**config.mk**
```make
export PLATFORM = sky130hd
export DESIGN_NAME = dlatch_bank_ctrl_flat
export DESIGN_NICKNAME = d
export VERILOG_FILES = /design/src/rtl/dlatch_bank_ctrl_if.sv /design/src/rtl/dlatch_bank_ctrl.sv /design/src/flat_wrapper.sv
export SDC_FILE = /design/constraint.sdc
export NUM_CORES = 1
export LEC_CHECK = 0
export CELL_PAD_IN_SITES_DETAIL_PLACEMENT = 1
export CELL_PAD_IN_SITES_GLOBAL_PLACEMENT = 2
export CORE_ASPECT_RATIO = 1.75
export CORE_MARGIN = 4
export CORE_UTILIZATION = 29
export DETAILED_ROUTE_END_ITERATION = 6
export GPL_TIMING_DRIVEN = 0
export PLACE_DENSITY_LB_ADDON = 0.1
export SKIP_LAST_GASP = 1
export SYNTH_ARGS = -nofsm -noshare
export SYNTH_HDL_FRONTEND = slang
export SYNTH_SLANG_ARGS = --single-unit
```
**constraint.sdc**
```tcl
create_clock -name clk -period 2.42 [get_ports clk]
set_input_delay 0.242 -clock clk [delete_from_list [all_inputs] [get_ports clk]]
set_output_delay 0.242 -clock clk [all_outputs]
set_load 0.01 [all_outputs]
```
**src/rtl/dlatch_bank_ctrl_if.sv**
```systemverilog
// Requester-side bus of the latch bank write sequencer.
// Level requests in; grant/busy/done/err status back out.
interface dlatch_bank_ctrl_if #(
  parameter int NREQ = 2,
  parameter int AW   = 2
);
  logic [NREQ-1:0]    req;
  logic [NREQ*AW-1:0] req_addr;
  logic [NREQ-1:0]    req_data;
  logic [NREQ-1:0]    grant;
  logic               busy;
  logic               done;
  logic               err;

  modport master (
    output req, req_addr, req_data,
    input  grant, busy, done, err
  );

  modport slave (
    input  req, req_addr, req_data,
    output grant, busy, done, err
  );
endinterface

```
**src/rtl/dlatch_bank_ctrl.sv**
```systemverilog
// Round-robin write sequencer for a bank of NOR D-latches.
// Drives data, a timed gate pulse, then checks Q/notQ readback.
module dlatch_bank_ctrl #(
  parameter int NREQ   = 2,
  parameter int NLATCH = 4,
  parameter int AW     = 2,
  parameter int SETUP  = 1,
  parameter int PULSE  = 2,
  parameter int HOLD   = 1
) (
  input  logic              clk,
  input  logic              rst_n,
  dlatch_bank_ctrl_if.slave bus,
  output logic              latch_d,
  output logic [NLATCH-1:0] latch_g,
  input  logic [NLATCH-1:0] latch_q,
  input  logic [NLATCH-1:0] latch_qn
);
  localparam int WW = $clog2(NREQ);
  localparam int M1 = (SETUP > PULSE) ? SETUP : PULSE;
  localparam int MC = (M1 > HOLD) ? M1 : HOLD;
  localparam int CW = $clog2(MC + 1);

  typedef enum logic [2:0] {
    S_IDLE, S_SETUP, S_GATE, S_HOLD, S_CHECK
  } state_t;

  state_t            state, state_n;
  logic [CW-1:0]     cnt, cnt_n;
  logic [AW-1:0]     addr, addr_n;
  logic [WW-1:0]     last, last_n;
  logic [NREQ-1:0]   grant, grant_n;
  logic              busy, busy_n;
  logic              done, done_n;
  logic              err, err_n;
  logic              d_n;
  logic [NLATCH-1:0] g_n;

  logic [WW-1:0]     win;
  logic              win_vld;
  logic [NLATCH-1:0] dec;
  logic              q_s, qn_s, legal;

  // Scan from last winner + 1 downward so the nearest set bit wins.
  always_comb begin
    win_vld = 1'b0;
    win     = '0;
    for (int k = NREQ; k >= 1; k--) begin
      if (bus.req[(int'(last) + k) % NREQ]) begin
        win_vld = 1'b1;
        win     = WW'((int'(last) + k) % NREQ);
      end
    end
  end

  always_comb begin
    dec  = '0;
    q_s  = 1'b0;
    qn_s = 1'b0;
    for (int i = 0; i < NLATCH; i++) begin
      if (addr == AW'(i)) begin
        dec[i] = 1'b1;
        q_s    = latch_q[i];
        qn_s   = latch_qn[i];
      end
    end
    legal = |dec;
  end

  always_comb begin
    state_n = state;
    cnt_n   = cnt;
    addr_n  = addr;
    last_n  = last;
    grant_n = '0;
    busy_n  = busy;
    done_n  = 1'b0;
    err_n   = 1'b0;
    d_n     = latch_d;
    g_n     = '0;
    unique case (state)
      S_IDLE: begin
        busy_n = 1'b0;
        if (win_vld) begin
          grant_n[win] = 1'b1;
          busy_n       = 1'b1;
          addr_n       = bus.req_addr[int'(win)*AW +: AW];
          d_n          = bus.req_data[win];
          last_n       = win;
          cnt_n        = '0;
          state_n      = S_SETUP;
        end
      end
      S_SETUP: begin
        if (cnt == CW'(SETUP - 1)) begin
          cnt_n   = '0;
          state_n = S_GATE;
        end else cnt_n = cnt + 1'b1;
      end
      S_GATE: begin
        g_n = dec;
        if (cnt == CW'(PULSE - 1)) begin
          cnt_n   = '0;
          state_n = S_HOLD;
        end else cnt_n = cnt + 1'b1;
      end
      S_HOLD: begin
        if (cnt == CW'(HOLD - 1)) begin
          cnt_n   = '0;
          state_n = S_CHECK;
        end else cnt_n = cnt + 1'b1;
      end
      S_CHECK: begin
        done_n  = 1'b1;
        busy_n  = 1'b0;
        err_n   = !legal || (q_s != latch_d) ||
                  (qn_s != ~latch_d);
        state_n = S_IDLE;
      end
      default: state_n = S_IDLE;
    endcase
  end

  always_ff @(posedge clk or negedge rst_n) begin
    if (!rst_n) begin
      state   <= S_IDLE;
      cnt     <= '0;
      addr    <= '0;
      last    <= WW'(NREQ - 1);
      grant   <= '0;
      busy    <= 1'b0;
      done    <= 1'b0;
      err     <= 1'b0;
      latch_d <= 1'b0;
      latch_g <= '0;
    end else begin
      state   <= state_n;
      cnt     <= cnt_n;
      addr    <= addr_n;
      last    <= last_n;
      grant   <= grant_n;
      busy    <= busy_n;
      done    <= done_n;
      err     <= err_n;
      latch_d <= d_n;
      latch_g <= g_n;
    end
  end

  assign bus.grant = grant;
  assign bus.busy  = busy;
  assign bus.done  = done;
  assign bus.err   = err;
endmodule

```
**src/flat_wrapper.sv**
```systemverilog
// flat-port wrapper written by rule: the top's interface ports become plain ports
module dlatch_bank_ctrl_flat 
#(
  parameter int NREQ   = 2,
  parameter int NLATCH = 4,
  parameter int AW     = 2,
  parameter int SETUP  = 1,
  parameter int PULSE  = 2,
  parameter int HOLD   = 1
)
  (clk, rst_n, latch_d, latch_g, latch_q, latch_qn, bus_req, bus_req_addr, bus_req_data, bus_grant, bus_busy, bus_done, bus_err);
  dlatch_bank_ctrl_if #(.NREQ(NREQ), .AW(AW)) bus_i ();
  input  logic clk;
  input  logic rst_n;
  output logic latch_d;
  output logic [NLATCH-1:0] latch_g;
  input  logic [NLATCH-1:0] latch_q;
  input  logic [NLATCH-1:0] latch_qn;
  input wire logic [$bits(bus_i.req)-1:0] bus_req;
  input wire logic [$bits(bus_i.req_addr)-1:0] bus_req_addr;
  input wire logic [$bits(bus_i.req_data)-1:0] bus_req_data;
  output wire logic [$bits(bus_i.grant)-1:0] bus_grant;
  output wire logic [$bits(bus_i.busy)-1:0] bus_busy;
  output wire logic [$bits(bus_i.done)-1:0] bus_done;
  output wire logic [$bits(bus_i.err)-1:0] bus_err;
  assign bus_i.req = bus_req;
  assign bus_i.req_addr = bus_req_addr;
  assign bus_i.req_data = bus_req_data;
  assign bus_grant = bus_i.grant;
  assign bus_busy = bus_i.busy;
  assign bus_done = bus_i.done;
  assign bus_err = bus_i.err;
  dlatch_bank_ctrl #(.NREQ(NREQ), .NLATCH(NLATCH), .AW(AW), .SETUP(SETUP), .PULSE(PULSE), .HOLD(HOLD)) u_core (.clk(clk), .rst_n(rst_n), .bus(bus_i), .latch_d(latch_d), .latch_g(latch_g), .latch_q(latch_q), .latch_qn(latch_qn));
endmodule
```
==> summary.txt <==
Detailed routing
  – Total wire length: 2060 um
  – Via density: 5.11
  – Drt pass-1 iters: 4
  – Vias: 690
  – Routed len/inst: 15.2 um
  – Antenna violation net count after detailed routing: 0
  – DRC: 0
  – DR iter-0 viols: 1

Logic synthesis
  – Mean Syn Cell Area: 11.1 sq um
  – Yosys cell types: 29
  – Main synth FF type: dfrtp_1
  – Register bit count reported by yosys: 18
  – Syn nets: 98
  – Syn Inst Count: 77
  – YS warnings: 0
  – Post-synthesis sequential area ratio: 52.9%
  – Syn Std Cell Area: 853 sq um
  – FFs w/ async S/R, synth: 100%
  – Post-synth EDFFs: 0

Clock tree
  – CTS Buf Count: 3
  – Clk pin slew, worst setup/hold paths: 0.07 ns
  – Clk sinks: 18
  – Post-CTS setup buffers: 0
  – CTS Hold Bufs: 0
  – CTS H-tree lvls: 1
  – Clock Path Buffers: 2
  – Post-CTS sizing: 0
  – Clock Tree Root: clkbuf_8
  – CTS tree: built
  – Clock Latency Late Sink: 0.25 ns

Floorplanning
  – Initial core utilization: 31.0%
  – Die ar.: 3910 sq um
  – Die width: 49.0 um
  – Row count: 25
  – I/O Pins: 28
  – Die height: 79.8 um
  – Core Area: 2750 sq um

Worst setup path
  – CP Capture Type: flip-flop
  – RR Startpoint: u_core.addr[0]
  – RR Endpoint: u_core.bus.err
  – Crit path launch type: flip-flop
  – Reg2Reg Depth: 3
  – Reg2reg setup slack: 0.75 ns
  – WS Path Type: reg2reg
  – Critical Path RT: 2.56 ns
  – Crit-path max FO: 6
  – Arr. time, crit path: 1.81 ns

Timing
  – Sum Neg Setup Slack: 0 ns
  – Tmin final: 1.67 ns
  – Final setup fails: 0
  – Period utilization: 68.8%
  – F_max: 0.600 GHz
  – Worst slew margin: 46.4%
  – Layout Skew: 0.00268 ns
  – RSZ-0062 raised after global routing: false
  – WHS: 0.457 ns
  – Slew Viols, Final: 0
  – Final hold violations: 0
  – Worst-margin pin slew: 0.802 ns

Layout
  – Finished layout cell area: 1210 sq um
  – Final cell count without fillers: 135
  – Final net count: 130
  – Commonest non-fill, non-tap cell in the layout: clkdlybuf4s50_1
  – Layout area overhead: 42.1%
  – Layout cell share with drive strength beyond 1: 6.48%
  – ANT cells: 0
  – Multi-input gate area: 368 sq um
  – Fillers: 319
  – Sequential cell area: 452 sq um
  – Commonest non-fill, non-tap cells in the layout: clkdlybuf4s50_1 (27), dfrtp_1 (17), nor2_1 (6)

Run
  – Max Cap Viol: 0

Placement
  – IO Port Bufs: 27
  – Post-DP HPWL: 1670 um
  – RePlAce Congestion: 0.711
  – # placed instances: 131
  – Placed instance area: 1160 sq um

Run status
  – Status: finished, final reports clean

Global route
  – GRT Total Usage: 11.9%
  – Largest net degree at the start of global routing: 19
  – GRT Residual Overflow: 0
  – First-pass GRT wire length: 3560 um
  – Initial antenna violation count: 0
  – Vias in the first global route: 728

Pwr
  – VDD IR max: 0.401 mV
  – Power per cell area: 1100 nW/um^2
  – Lkg Pwr: 0.535 nW

Hold path
  – Worst min path class: in2async
-- state kept, by name, summed over array words and instances (netlist names) --
| register | cells |
|---|---|
| u_core.addr | 2 |
| u_core.bus.busy | 1 |
| u_core.bus.done | 1 |
| u_core.bus.err | 1 |
| u_core.bus.grant | 2 |
| u_core.cnt | 2 |
| u_core.last | 1 |
| u_core.latch_d | 1 |
| u_core.latch_g | 4 |
| u_core.state | 3 |
-- per-stage QoR --
step                total power, mW  utilization (%)  setup slack, ns
finish                         1.33             44.0            0.754
global route                   1.45             44.0            0.668
CTS                            1.36             44.0            0.738
detailed placement             1.11             42.0            0.633
global placement               1.09             42.0            0.624
floorplan                     0.869                -            0.857
-- critical path, cell delays in order, from the launching register on --
cell and delay [ns]:
dfrtp_1 0.47, mux4_2 0.55, or3b_1 0.35, and3_1 0.19
-- power by group --
| part | internal, mW | switching, mW |
|---|---|---|
| Combinational | 0.312 | 0.281 |
| Clock | 0.144 | 0.0980 |
| Sequential | 0.416 | 0.0787 |
-- synthesized netlist by cell type (all sizes together) (2+ instances only) --
cell,instances,share of area (%)
a21oi,3,1.8
a221o,3,3.5
and3,3,2.2
clkbuf,5,2.2
dfrtp,17,50
ha,3,4.4
inv,4,1.8
mux4,2,5.7
nand2,4,1.8
nand2b,3,2.2
nor2,6,2.6
nor3,4,2.3
o21a,3,2.6
o21ai,2,1.2
o2bb2ai,2,2.1
-- cell type report --
class / count / area share [%]
sequential: 18 / 37.3
clock buffer: 4 / 4.54
multi-input combinational: 50 / 30.3
timing repair buffer: 27 / 22.3
inverter: 4 / 1.24
tap: 27 / 2.79
buffer: 5 / 1.55
-- layer usage --
layer	global-route usage [%]	wire (um)
met1	13.6	843
met2	20.2	1080
met3	2.62	111
met4	6.47	25
met5	0	0
-- worst max path at each step --
| stage | start | endpoint | slack, ns | cells after the start |
|---|---|---|---|---|
| detailed placement | latch_q[3] | u_core.bus.err | 0.63 | 4 |
| floorplan | u_core.addr[0] | u_core.bus.err | 0.86 | 3 |
| finish | u_core.addr[0] | u_core.bus.err | 0.75 | 3 |
| global placement | latch_q[3] | u_core.bus.err | 0.62 | 4 |
| CTS | u_core.addr[0] | u_core.bus.err | 0.74 | 3 |
| global route | u_core.addr[0] | u_core.bus.err | 0.67 | 3 |
-- cell families after synthesis --
logic type	after synthesis	synth area share (%)
AND/OR/NAND/NOR	28	18.0
flip-flops	18	52.9
AO/OA/AOI/OAI	16	13.9
buffers and inverters	9	3.96
adder cells (fa/ha/maj)	3	4.40
multiplexers	2	5.72
XOR/XNOR	1	1.03
Note: power is estimated with default switching activity, not from simulation.
